`config.mk`:
```
export PLATFORM = sky130hd
export DESIGN_NAME = router_src_arbiter
export DESIGN_NICKNAME = d
export VERILOG_FILES = /design/src/rtl/router_src_arbiter.sv
export SDC_FILE = /design/constraint.sdc
export NUM_CORES = 1
export LEC_CHECK = 0
export ABC_CLOCK_PERIOD_IN_PS = 3500
export BUFFER_PORTS_ARGS = -buffer_cell sky130_fd_sc_hd__buf_2
export CORE_AREA = 8 8 50 83
export DETAILED_ROUTE_END_ITERATION = 8
export DIE_AREA = 0 0 58 91
export PLACE_DENSITY = 0.86
export SLEW_MARGIN = 20
export SYNTH_ARGS = -nofsm -noshare
export SYNTH_HDL_FRONTEND = slang
export SYNTH_SLANG_ARGS = --single-unit
```
`constraint.sdc`:
```
create_clock -name clock -period 3.5 [get_ports clock]
set_clock_uncertainty 0.1 [all_clocks]
set_input_delay 0.7 -clock clock [delete_from_list [all_inputs] [get_ports clock]]
set_output_delay 0.7 -clock clock [all_outputs]
set_load 0.005 [all_outputs]
```
`src/rtl/router_src_arbiter.sv`:
```
// Round-robin ingress arbiter: three packet sources share one router port, each grant held
// for a whole packet (header, payload, parity), with an inter-packet gap and optional invalid-dest drop.
module router_src_arbiter #(
  parameter int unsigned GAP_CYCLES   = 2,
  parameter bit          DROP_INVALID = 1'b1
) (
  input  logic       clock,
  input  logic       resetn,
  input  logic [2:0] src_rdy,
  input  logic [7:0] src_data_0,
  input  logic [7:0] src_data_1,
  input  logic [7:0] src_data_2,
  output logic [2:0] src_ack,
  output logic [2:0] src_gnt,
  input  logic       busy,
  output logic       rtr_pkt_valid,
  output logic [7:0] rtr_data,
  output logic       pkt_done,
  output logic       pkt_drop,
  output logic [2:0] dbg_state
);

  typedef enum logic [2:0] {
    S_IDLE    = 3'd0,
    S_HEADER  = 3'd1,
    S_PAYLOAD = 3'd2,
    S_PARITY  = 3'd3,
    S_GAP     = 3'd4
  } state_e;

  state_e     state_q, state_d;
  logic [1:0] rr_ptr_q, rr_ptr_d;
  logic [5:0] cnt_q, cnt_d;
  logic [3:0] gap_q, gap_d;
  logic [2:0] gnt_q, gnt_d;
  logic       drop_q, drop_d;
  logic       done_q, done_d;
  logic       dropped_q, dropped_d;

  logic [7:0] cur_byte;
  logic [1:0] gnt_idx;
  logic       hdr_invalid;
  logic       accept;

  // First requester at or after ptr, wrapping modulo 3.
  function automatic logic [2:0] rr_pick(input logic [2:0] req, input logic [1:0] ptr);
    logic [2:0] pick;
    pick = 3'b000;
    case (ptr)
      2'd1: begin
        if (req[1])      pick = 3'b010;
        else if (req[2]) pick = 3'b100;
        else if (req[0]) pick = 3'b001;
      end
      2'd2: begin
        if (req[2])      pick = 3'b100;
        else if (req[0]) pick = 3'b001;
        else if (req[1]) pick = 3'b010;
      end
      default: begin
        if (req[0])      pick = 3'b001;
        else if (req[1]) pick = 3'b010;
        else if (req[2]) pick = 3'b100;
      end
    endcase
    return pick;
  endfunction

  always_comb begin
    cur_byte = src_data_0;
    gnt_idx  = 2'd0;
    case (gnt_q)
      3'b010: begin
        cur_byte = src_data_1;
        gnt_idx  = 2'd1;
      end
      3'b100: begin
        cur_byte = src_data_2;
        gnt_idx  = 2'd2;
      end
      default: begin
        cur_byte = src_data_0;
        gnt_idx  = 2'd0;
      end
    endcase
  end

  assign hdr_invalid = DROP_INVALID && (cur_byte[1:0] == 2'b11);

  // Handshake: a byte moves when src_ack[k] is high at a rising edge; src_ack is high only
  // when !busy, or unconditionally while a packet is being dropped. The source advances next cycle.
  always_comb begin
    state_d       = state_q;
    rr_ptr_d      = rr_ptr_q;
    cnt_d         = cnt_q;
    gap_d         = gap_q;
    gnt_d         = gnt_q;
    drop_d        = drop_q;
    done_d        = 1'b0;
    dropped_d     = 1'b0;
    accept        = 1'b0;
    src_ack       = 3'b000;
    rtr_pkt_valid = 1'b0;
    rtr_data      = 8'h00;

    case (state_q)
      S_IDLE: begin
        if (|src_rdy) begin
          gnt_d   = rr_pick(src_rdy, rr_ptr_q);
          state_d = S_HEADER;
        end
      end
      S_HEADER: begin
        rtr_data      = cur_byte;
        rtr_pkt_valid = !hdr_invalid;
        accept        = !busy || hdr_invalid;
        if (accept) begin
          src_ack = gnt_q;
          cnt_d   = cur_byte[7:2];
          drop_d  = hdr_invalid;
          state_d = (cur_byte[7:2] != 6'd0) ? S_PAYLOAD : S_PARITY;
        end
      end
      S_PAYLOAD: begin
        if (drop_q) begin
          accept = 1'b1;
        end else begin
          rtr_pkt_valid = 1'b1;
          rtr_data      = cur_byte;
          accept        = !busy;
        end
        if (accept) begin
          src_ack = gnt_q;
          cnt_d   = cnt_q - 6'd1;
          if (cnt_q == 6'd1) state_d = S_PARITY;
        end
      end
      S_PARITY: begin
        rtr_data = drop_q ? 8'h00 : cur_byte;
        accept   = drop_q || !busy;
        if (accept) begin
          src_ack   = gnt_q;
          done_d    = !drop_q;
          dropped_d = drop_q;
          rr_ptr_d  = (gnt_idx == 2'd2) ? 2'd0 : gnt_idx + 2'd1;
          gnt_d     = 3'b000;
          drop_d    = 1'b0;
          gap_d     = 4'(GAP_CYCLES);
          state_d   = S_GAP;
        end
      end
      S_GAP: begin
        gap_d = gap_q - 4'd1;
        if (gap_q <= 4'd1) state_d = S_IDLE;
      end
      default: state_d = S_IDLE;
    endcase
  end

  always_ff @(posedge clock) begin
    if (resetn) begin
      state_q   <= S_IDLE;
      rr_ptr_q  <= 2'd0;
      cnt_q     <= 6'd0;
      gap_q     <= 4'd0;
      gnt_q     <= 3'b000;
      drop_q    <= 1'b0;
      done_q    <= 1'b0;
      dropped_q <= 1'b0;
    end else begin
      state_q   <= state_d;
      rr_ptr_q  <= rr_ptr_d;
      cnt_q     <= cnt_d;
      gap_q     <= gap_d;
      gnt_q     <= gnt_d;
      drop_q    <= drop_d;
      done_q    <= done_d;
      dropped_q <= dropped_d;
    end
  end

  assign src_gnt   = gnt_q;
  assign pkt_done  = done_q;
  assign pkt_drop  = dropped_q;
  assign dbg_state = state_q;

  a_gnt_onehot: assert property (@(posedge clock) disable iff (resetn) $onehot0(gnt_q));
  a_ack_in_gnt: assert property (@(posedge clock) disable iff (resetn) (src_ack & ~gnt_q) == 3'b000);

endmodule

```
==> metrics.md <==
| Metric | Value |
|---|---|
| Reg2Reg Depth | `6` |
| Most frequent cells after synthesis | `nor2_1, dfxtp_1, nand2_1` |
| # setup viols final | `0` |
| GRT Util Overall | `0.170` |
| Starting Density | `0.525` |
| Synth Instances | `206` |
| Share of cells above drive strength 1 | `0.281` |
| Startpoint Class | `flip-flop` |
| Setup TNS Final | `0 ns` |
| Critical path depth | `7` |
| Most common cell in the netlist | `nor2_1` |
| Async SR Flop Fraction | `0` |
| Antenna violations before repair | `0` |
| Worst Setup SP | `src_gnt[2]` |
| Drt drc | `0` |
| Top post-synthesis cells by area | `dfxtp_1, nor2_1, ha_1` |
| Clock group share of total power | `0.154` |
| Period minus WS final | `2.85 ns` |
| Slew Limit Fails | `0` |
| Worst slew pin tran | `0.512 ns` |
| Filler cells | `266` |
| EDFF count, synth | `0` |
| DR pass1 iterations | `4` |
| Final Total Pwr | `1.05 mW` |
| Antenna viol nets, final | `0` |
| Endpoint class of the critical path | `output pin` |
| CP peak stage delay | `0.57 ns` |
| Clk pin slew, worst setup/hold paths | `0.08 ns` |
| Inserted Diodes | `0` |
| Synthesized cell area | `1600 um^2` |
| CTS buffer count | `3` |
| Comb pwr share | `0.519` |
| Slew headroom | `0.655` |
| Drt initial violations | `46` |
| Count of cell types in the netlist | `47` |
| Worst Hold Launch | `gap_q[3]` |
| Post-DP HPWL | `3420 um` |
| CTS resizes | `0` |
| Pwr per Cell Area | `564 nW/um^2` |
| Mean post-synth cell area | `7.74 um^2` |
| Core Area | `3040 um^2` |
| Internal | `0.596 mW` |
| Vias in the first global route | `1629` |
| Largest net degree at the start of global routing | `21` |
| Hold_ws | `0.390 ns` |
| Max cap viols | `0` |
| CP Class | `flip-flop to output pin` |
| Detailed Route WL | `4330 um` |
| RSZ-0062 raised after global routing | `no` |
| I/O pins | `50` |
| Post CTS Setup Buffer Count | `0` |
| Final Hold Vio Count | `0` |
| CP max stage cell | `dfxtp_1` |
| Post-Place Cells | `274` |
| Final cell count without fillers | `278` |
| Die area | `5280 um^2` |
| HP Class | `flip-flop to flip-flop` |
| Placed Area | `1820 um^2` |
| FP Rows | `27` |
| Synthesized Nets | `242` |
| Root Driver | `clkbuf_8` |
| Die Height | `91 um` |
| Design area | `1870 um^2` |
| Drt via density | `5.85` |
| Sw frac | `0.434` |
| Crit path buffers/inverters | `1` |
| Post-synth top area cell | `dfxtp_1` |
| Cells along the critical path | `and4bb_4 -> a31oi_4 -> a22oi_4 -> o21ai_1 -> nand2_1 -> and2_1 -> buf_2` |
| CTS tree | `yes` |
| Leakage | `0.810 nW` |
| Depth of the CTS H-tree | `1` |
| Yosys warnings | `0` |
| Cell family with most CP delay | `simple AND/OR/NAND/NOR gates` |
| Synth top area share | `0.264` |
| Status | `completed` |
| Peak supply drop | `0.360 mV` |
| Area occupied by multi-input gates | `1060 um^2` |
| Req. time, crit path | `2.70 ns` |
| Port Buffer Count | `49` |
| Worst skew pair latency | `0.26 ns` |
| R2r startpoint | `dbg_state[1]` |
| FMAX | `351 MHz` |
| Hold Path End | `gap_q[3]` |
| Area occupied by registers | `420 um^2` |
| Synth-to-Final Area Change | `16.9%` |
| Post-CTS Hold Buffers | `0` |
| Psw | `0.456 mW` |
| Reg-to-reg slack, setup | `1.37 ns` |
| RD Place Congestion | `0.859` |
| Prevailing post-synth register cell | `dfxtp_1` |
| Fin crit share | `0.813` |
| Clk sinks | `21` |
| Clock Path Buffers | `2` |
| First-pass GRT wire length | `7340 um` |
| Post-synthesis sequential area ratio | `0.264` |
| Worst r2r dst | `cnt_q[1]` |
| Routed WL per cell | `15.6 um` |
| Seq pwr share | `0.327` |
| Crit path DAT | `2.05 ns` |
| Cell count of the worst hold path | `2` |
| Yosys reg bits | `21` |
| Final net count | `286` |
| Max FO, Critical Path | `10` |
| Aggregate global routing overflow | `0` |
| Die width | `58 um` |
| Vias | `1627` |
==> cell usage in the layout, fill, tap and decap left out, types with 2 or more instances in the layout <==
cell / Yosys / final
a211oi_1: 3 / 3
a21oi_1: 14 / 14
a31oi_1: 2 / 2
and2_1: 5 / 5
and3_1: 4 / 4
buf_2: 4 / 49
clkbuf_8: 0 / 3
dfxtp_1: 21 / 21
ha_1: 6 / 6
inv_1: 13 / 13
mux2i_1: 4 / 4
nand2_1: 15 / 15
nand2b_1: 4 / 4
nand3_1: 6 / 6
nand3b_1: 4 / 4
nor2_1: 30 / 30
nor3_1: 10 / 10
nor3b_2: 3 / 3
o21ai_0: 3 / 3
o21ai_1: 8 / 8
o21ai_2: 2 / 2
o22a_1: 6 / 6
o22ai_1: 10 / 10
==> layout make-up <==
class | instances | share of cell area
tap | 29 | 0.0195
inverter | 13 | 0.0262
clock buffer | 3 | 0.0221
clock inverter | 1 | 0.00268
sequential | 21 | 0.225
multi-input combinational | 161 | 0.569
timing repair buffer | 50 | 0.135
==> stage by stage <==
| step | util | setup WS (ns) |
|---|---|---|
| global route | 0.614 | 0.518 |
| CTS | 0.614 | 0.661 |
| global placement | 0.598 | 0.843 |
| finish | 0.614 | 0.655 |
| detailed placement | 0.598 | 0.812 |
| floorplan | - | 1.12 |
==> registers in the layout, summed over array words and instances (netlist names) <==
| signal | cells |
|---|---|
| cnt_q | 6 |
| gap_q | 4 |
| dbg_state | 3 |
| src_gnt | 3 |
| rr_ptr_q | 2 |
| drop_q | 1 |
| pkt_done | 1 |
| pkt_drop | 1 |
==> worst max path at each step <==
stage	endpoint	slack (ns)
after floorplan	src_ack[0]	1.12
after global placement	src_ack[1]	0.84
after detailed placement	src_ack[0]	0.81
after CTS	src_ack[0]	0.66
after global routing	src_ack[0]	0.52
final	src_ack[0]	0.65
==> per-layer routing <==
layer,track usage,part of all wire
met1,0.163,0.37
met3,0.0282,0.038
met5,0,0
met4,0.0741,0.019
met2,0.330,0.57
==> power by group through the flow <==
stage | clock [mW] | combinational, mW | sequential, mW
after floorplan | 0 | 0.430 | 0.320
after global placement | 0 | 0.532 | 0.347
after detailed placement | 0 | 0.542 | 0.347
after CTS | 0.164 | 0.546 | 0.343
after global routing | 0.175 | 0.607 | 0.352
final | 0.162 | 0.546 | 0.344
==> worst min-delay path, stage by stage (launching register included) <==
cell and delay, ns:
dfxtp_1 0.33, nand3_1 0.07, a21oi_1 0.05
==> cells by family after synthesis <==
group	count (synthesis)	synth area share
and+or+nand+nor	88	0.288
DFF	21	0.264
AOI/OAI and AO/OA	61	0.289
buffers and inverters	24	0.0714
adders and majority gates	6	0.0471
xor gates and xnor gates	2	0.0157
muxes	4	0.0251
Power figures use the tool's default switching activity.
